--- src/rtl/csr_traversal.sv ---
// Two-stream automaton walker over a CSR transition table held in a 512-bit BRAM.
// Each character pair is looked up stream 1 first, then stream 2, sharing one read port.
module csr_traversal #(
  parameter int ENTRIES = 16,
  parameter int ROOT    = 0
) (
  input  logic                   clk,
  input  logic                   reset,
  input  logic [23:0]            size,
  output logic [16:0]            rd_address,
  input  logic [32*ENTRIES-1:0]  rd_bus,
  output logic                   input_char_flag,
  input  logic [7:0]             input_char,
  input  logic [7:0]             input_char_2,
  output logic                   match_1,
  output logic                   match_2,
  output logic [31:0]            match_count_1,
  output logic [31:0]            match_count_2
);

  typedef enum logic [2:0] {
    S_REQ, S_LOAD, S_RD1, S_WAIT1, S_EVAL1, S_RD2, S_WAIT2, S_EVAL2
  } state_t;

  localparam logic [16:0] ROOT_A = 17'(ROOT);

  state_t      state_q, state_d;
  logic [16:0] st1_q, st1_d, st2_q, st2_d;
  logic [16:0] scan_q, scan_d;
  logic [16:0] rd_addr_q, rd_addr_d;
  logic [7:0]  ch1_q, ch1_d, ch2_q, ch2_d;
  logic        retried_q, retried_d;
  logic        inv_q, inv_d;
  logic        m1_q, m1_d, m2_q, m2_d;
  logic [31:0] cnt1_q, cnt1_d, cnt2_q, cnt2_d;

  logic        sec;
  logic [16:0] cur_st;
  logic [7:0]  cur_ch;
  logic        hit, hit_acc, live;
  logic [16:0] hit_next;
  logic        scan_in_range, next_in_range, cont_in_range;
  logic        take, fail;
  logic [16:0] new_st;
  logic        unused_rd_bus;

  assign sec    = (state_q == S_RD2) || (state_q == S_WAIT2) || (state_q == S_EVAL2);
  assign cur_st = sec ? st2_q : st1_q;
  assign cur_ch = sec ? ch2_q : ch1_q;

  // Lowest-index valid entry with a matching char wins; the first invalid entry closes the row.
  always_comb begin
    hit      = 1'b0;
    hit_acc  = 1'b0;
    hit_next = '0;
    live     = 1'b1;
    for (int i = 0; i < ENTRIES; i++) begin
      if (live && !hit) begin
        if (!rd_bus[32*i+31]) begin
          live = 1'b0;
        end else if (rd_bus[32*i+17 +: 8] == cur_ch) begin
          hit      = 1'b1;
          hit_acc  = rd_bus[32*i+29];
          hit_next = rd_bus[32*i +: 17];
        end
      end
    end
  end

  assign unused_rd_bus = ^rd_bus;

  assign scan_in_range = {7'b0, scan_q} < size;
  assign next_in_range = {7'b0, hit_next} < size;
  assign cont_in_range = ({7'b0, scan_q} + 24'd1) < size;

  always_comb begin
    state_d   = state_q;
    st1_d     = st1_q;
    st2_d     = st2_q;
    scan_d    = scan_q;
    rd_addr_d = rd_addr_q;
    ch1_d     = ch1_q;
    ch2_d     = ch2_q;
    retried_d = retried_q;
    inv_d     = inv_q;
    m1_d      = 1'b0;
    m2_d      = 1'b0;
    cnt1_d    = cnt1_q;
    cnt2_d    = cnt2_q;
    take      = 1'b0;
    fail      = 1'b0;
    new_st    = ROOT_A;

    case (state_q)
      S_REQ:  state_d = S_LOAD;
      S_LOAD: begin
        ch1_d     = input_char;
        ch2_d     = input_char_2;
        scan_d    = st1_q;
        retried_d = 1'b0;
        state_d   = S_RD1;
      end
      // An out-of-range scan address skips the read but still spends the wait/eval slots.
      S_RD1, S_RD2: begin
        inv_d = ~scan_in_range;
        if (scan_in_range) rd_addr_d = scan_q;
        state_d = sec ? S_WAIT2 : S_WAIT1;
      end
      S_WAIT1: state_d = S_EVAL1;
      S_WAIT2: state_d = S_EVAL2;
      S_EVAL1, S_EVAL2: begin
        if (!inv_q && hit && next_in_range) begin
          take = 1'b1;
        end else if (!inv_q && live && !hit && cont_in_range) begin
          scan_d  = scan_q + 17'd1;
          state_d = sec ? S_RD2 : S_RD1;
        end else begin
          fail = 1'b1;
        end
      end
      default: state_d = S_REQ;
    endcase

    if (fail && (cur_st != ROOT_A) && !retried_q) begin
      scan_d    = ROOT_A;
      retried_d = 1'b1;
      state_d   = sec ? S_RD2 : S_RD1;
    end else if (take || fail) begin
      new_st = take ? hit_next : ROOT_A;
      if (sec) begin
        st2_d = new_st;
        if (take && hit_acc) begin
          m2_d   = 1'b1;
          cnt2_d = cnt2_q + 32'd1;
        end
        state_d = S_REQ;
      end else begin
        st1_d = new_st;
        if (take && hit_acc) begin
          m1_d   = 1'b1;
          cnt1_d = cnt1_q + 32'd1;
        end
        scan_d    = st2_q;
        retried_d = 1'b0;
        state_d   = S_RD2;
      end
    end
  end

  always_ff @(posedge clk or negedge reset) begin
    if (!reset) begin
      state_q   <= S_REQ;
      st1_q     <= ROOT_A;
      st2_q     <= ROOT_A;
      scan_q    <= ROOT_A;
      rd_addr_q <= '0;
      ch1_q     <= '0;
      ch2_q     <= '0;
      retried_q <= 1'b0;
      inv_q     <= 1'b0;
      m1_q      <= 1'b0;
      m2_q      <= 1'b0;
      cnt1_q    <= '0;
      cnt2_q    <= '0;
    end else begin
      state_q   <= state_d;
      st1_q     <= st1_d;
      st2_q     <= st2_d;
      scan_q    <= scan_d;
      rd_addr_q <= rd_addr_d;
      ch1_q     <= ch1_d;
      ch2_q     <= ch2_d;
      retried_q <= retried_d;
      inv_q     <= inv_d;
      m1_q      <= m1_d;
      m2_q      <= m2_d;
      cnt1_q    <= cnt1_d;
      cnt2_q    <= cnt2_d;
    end
  end

  // Gated by reset so the request appears in the very cycle reset is released.
  assign input_char_flag = (state_q == S_REQ) && reset;
  assign rd_address      = rd_addr_q;
  assign match_1         = m1_q;
  assign match_2         = m2_q;
  assign match_count_1   = cnt1_q;
  assign match_count_2   = cnt2_q;

endmodule

--- config.mk ---
export PLATFORM = sky130hd
export DESIGN_NAME = csr_traversal
export DESIGN_NICKNAME = d
export VERILOG_FILES = /design/src/rtl/csr_traversal.sv
export SDC_FILE = /design/constraint.sdc
export NUM_CORES = 1
export LEC_CHECK = 0
export CAP_MARGIN = 20
export CORE_AREA = 2 2 249 251
export CTS_BUF_LIST = sky130_fd_sc_hd__clkbuf_8 sky130_fd_sc_hd__clkbuf_16
export DETAILED_ROUTE_END_ITERATION = 10
export DIE_AREA = 0 0 251 253
export PLACE_DENSITY = 0.58
export SLEW_MARGIN = 20
export SYNTH_ARGS = -nofsm -noshare
export SYNTH_HDL_FRONTEND = slang
export SYNTH_SLANG_ARGS = --single-unit
--- constraint.sdc ---
create_clock -name clk -period 8.9 [get_ports clk]
set_input_delay 2.225 -clock clk [delete_from_list [all_inputs] [get_ports clk]]
set_output_delay 2.225 -clock clk [all_outputs]
set_load 0.005 [all_outputs]
==> metrics <==
max cap viols=0; GRT Util Overall=between 30% and 40%; CTS tree=built; TritonCTS Buffers=17; Synth Area per Inst=about 8 um^2; fin crit share=between 90% and 100%; status=finished clean; mux cell area share after synthesis=under 10%; Placer Congestion=0.995; main combinational cell family by area after synthesis=compound AO/OA/AOI/OAI gates; share of post-route cells with drive strength above 1=14.6%; hold slack final=about 0.47 ns; net count after synthesis=around 2700; count leader, synth=nand2_1; initial antenna violation count=14; most frequent CP cell=buf_4; cell area after synthesis=0.0170 mm^2; via count=approximately 21000; post-route design area=~0.026 mm^2; Pwr per Cell Area=190 mW/mm^2; asr flop ratio synth=between 90% and 100%; H-tree lvl count=4; GRT overflow=0; Synth Area in Adders=under 10%; TNS Setup=0 ns; Slew headroom=approximately a quarter; Worst Path Required=just over 9 ns; Post-route DRC=0; Max VDD drop=roughly 0.15 mV; HPWL after detailed placement=81.6 mm; worst skew pair latency=0.48 ns; Yosys reg bits=between 150 and 200; Ports=638; Yosys top cell by area=dfrtp_1; fin nets=~3400; top_reg_cell synth=dfrtp_1; Die Y=253 um; simple-gate share of the synthesized area=about a quarter; Avg Vias per Cell=5.93; Initial DRC Count=2412; first-pass GRT wire length=143 mm; setup ws final=between 0.2 and 0.3 ns; CP max stage cell=a2111oi_4; post-route ant nets=0; port bufs=between 500 and 600; cells after synthesis=around 2100; Setup Skew=0.0251 ns; CTS root buf=clkbuf_16; final hold vios=0; Site Rows=around 90; DP Area=approximately 0.025 mm^2; LEAKAGE=between 10 and 15 nW; CP bufs+invs=6; Finish-stage setup viols=0; pre-CTS WS=-0.527 ns; Core ar.=between 0.06 and 0.07 mm^2; Area Overhead vs Synth=51.4%; Final Util=about 42%; max-slew violation count=0; warning count from the yosys run=0; hold crit path type=reg2reg; sequential cell area fraction in the yosys report=between 20 and 25%; top cells by count, synth=nand2_1 (165), dfrtp_1 (155), nor2_1 (129); pin count of the biggest net entering global routing=70; Synth Area in Compound Gates=between 20% and 30%; Pre-antenna DRT Iters=9; Post-synth EDFFs=0; Setup CP Type=in2reg; minimum clock period=just under 9 ns; Die Width=251 um; Worst-path clk slew=~0.06 ns; number of global-route vias before repair=around 21000; Critical Path Start Type=input port; Synth cell types=95; Initial Util=approximately 28%; Worst Tran Pin Value=~1.1 ns; Post-Synth XOR/XNOR Area=a little under a tenth; die area=about 0.064 mm^2; top cells by area, synth=dfrtp_1 (23%), xor2_1 (5.0%), xnor2_1 (4.1%); Largest stage delay, worst path=0.50 ns; crit-path max FO=12; Critical Path Sink Type=flop; share of the synthesized area in the top cell type=~23%; CTS sink cnt=around 160; Arrival @ worst endpoint=~9.0 ns; Peak Freq=116 MHz; CTS Hold Buffers Added=0; Routed WL=99.6 mm; CTS Buffer Depth=2; Wirelength per Cell=about 28 um; Top delay family on crit path=compound AO/OA/AOI/OAI gates
[sequential cells by signal (all words and copies together), names as in the netlist]
register and flops:
st1_q 17, match_2 1, match_count_2 32, ch2_q 8, match_count_1 32, inv_q 1, rd_address 17, retried_q 1
match_1 1, st2_q 17, ch1_q 8, scan_q 17, state_q 3
[layer usage]
layer | wire (um) | vias to the layer above | part of all wire [%] | GRT usage (%)
met5 | 76 | - | 0.076 | 0
met4 | 3480 | 12 | 3.5 | 10.6
met3 | 8890 | 211 | 8.9 | 6.37
met2 | 45700 | 1296 | 46 | 49.7
met1 | 41500 | 10431 | 42 | 39.4
li1 | - | 9443 | - | -
[logic make-up (layout without fill, tap and decap cells)]
family                     after synthesis  count (layout)
muxes                                   71              71
and+or+nand+nor                        790             790
adders and majority gates               52              52
DFF                                    155             155
other                                    0               8
buffers and inverters                  243             937
AOI/OAI and AO/OA                      626             626
xor gates and xnor gates               176             176
[cell type report]
cell class | count | area, um^2
sequential | 155 | 3880
timing repair buffer | 791 | 7490
antenna | 8 | 20.0
multi-input combinational | 1715 | 12300
inverter | 115 | 432
clock buffer | 20 | 467
tap | 790 | 988
fill | 6139 | 35400
clock inverter | 11 | 120
[layout by cell type, fill, tap and decap left out, types with 44 or more instances in the layout]
master,instances
ha_1,52
dfrtp_1,155
nor2_1,125
inv_1,117
buf_4,221
nand3_1,105
nor3_1,52
nor2b_1,45
xor2_1,96
a22oi_1,65
xnor2_1,80
clkdlybuf4s50_1,556
a21oi_1,76
a222oi_1,44
a221oi_1,44
nand2_1,165
nand4_1,46
o21ai_0,82
[repair_timing]
| item | 4_1_cts | 5_1_grt |
|---|---|---|
| gates cloned | 0 | 0 |
| pin swaps | 0 | 9 |
| endpoints found under the setup margin | 13 | 99 |
| gates resized for setup | 2 | 35 |
| buffers inserted | 0 | 3 |
[where the power goes]
part / switching, mW / internal, mW / leakage (nW) / total (mW)
Clock: 0.322 / 0.433 / 0.295 / 0.754
Sequential: 0.221 / 0.827 / 2.03 / 1.05
Combinational: 1.81 / 1.25 / 8.11 / 3.06
[through the flow]
stage | instances | power (mW)
global route | 3601 | 5.09
detailed placement | 3563 | 4.00
global placement | 3563 | 3.96
finish | 3605 | 4.86
floorplan | 2113 | 2.74
CTS | 3594 | 4.78
[final timing paths]
path | from | endpoint | cells after the start | slack, ns
max in group asynchronous | reset | match_count_2[4] | 3 | 5.21
min in group asynchronous | reset | rd_address[10] | 1 | 1.68
max | rd_bus[117] | st2_q[0] | 28 | 0.26
min reg2reg | match_count_2[31] | match_count_2[31] | 1 | 0.47
max reg2reg | state_q[1] | match_count_1[18] | 31 | 1.16
min | match_count_2[31] | match_count_2[31] | 1 | 0.47
Note: power is estimated with default switching activity, not from simulation.
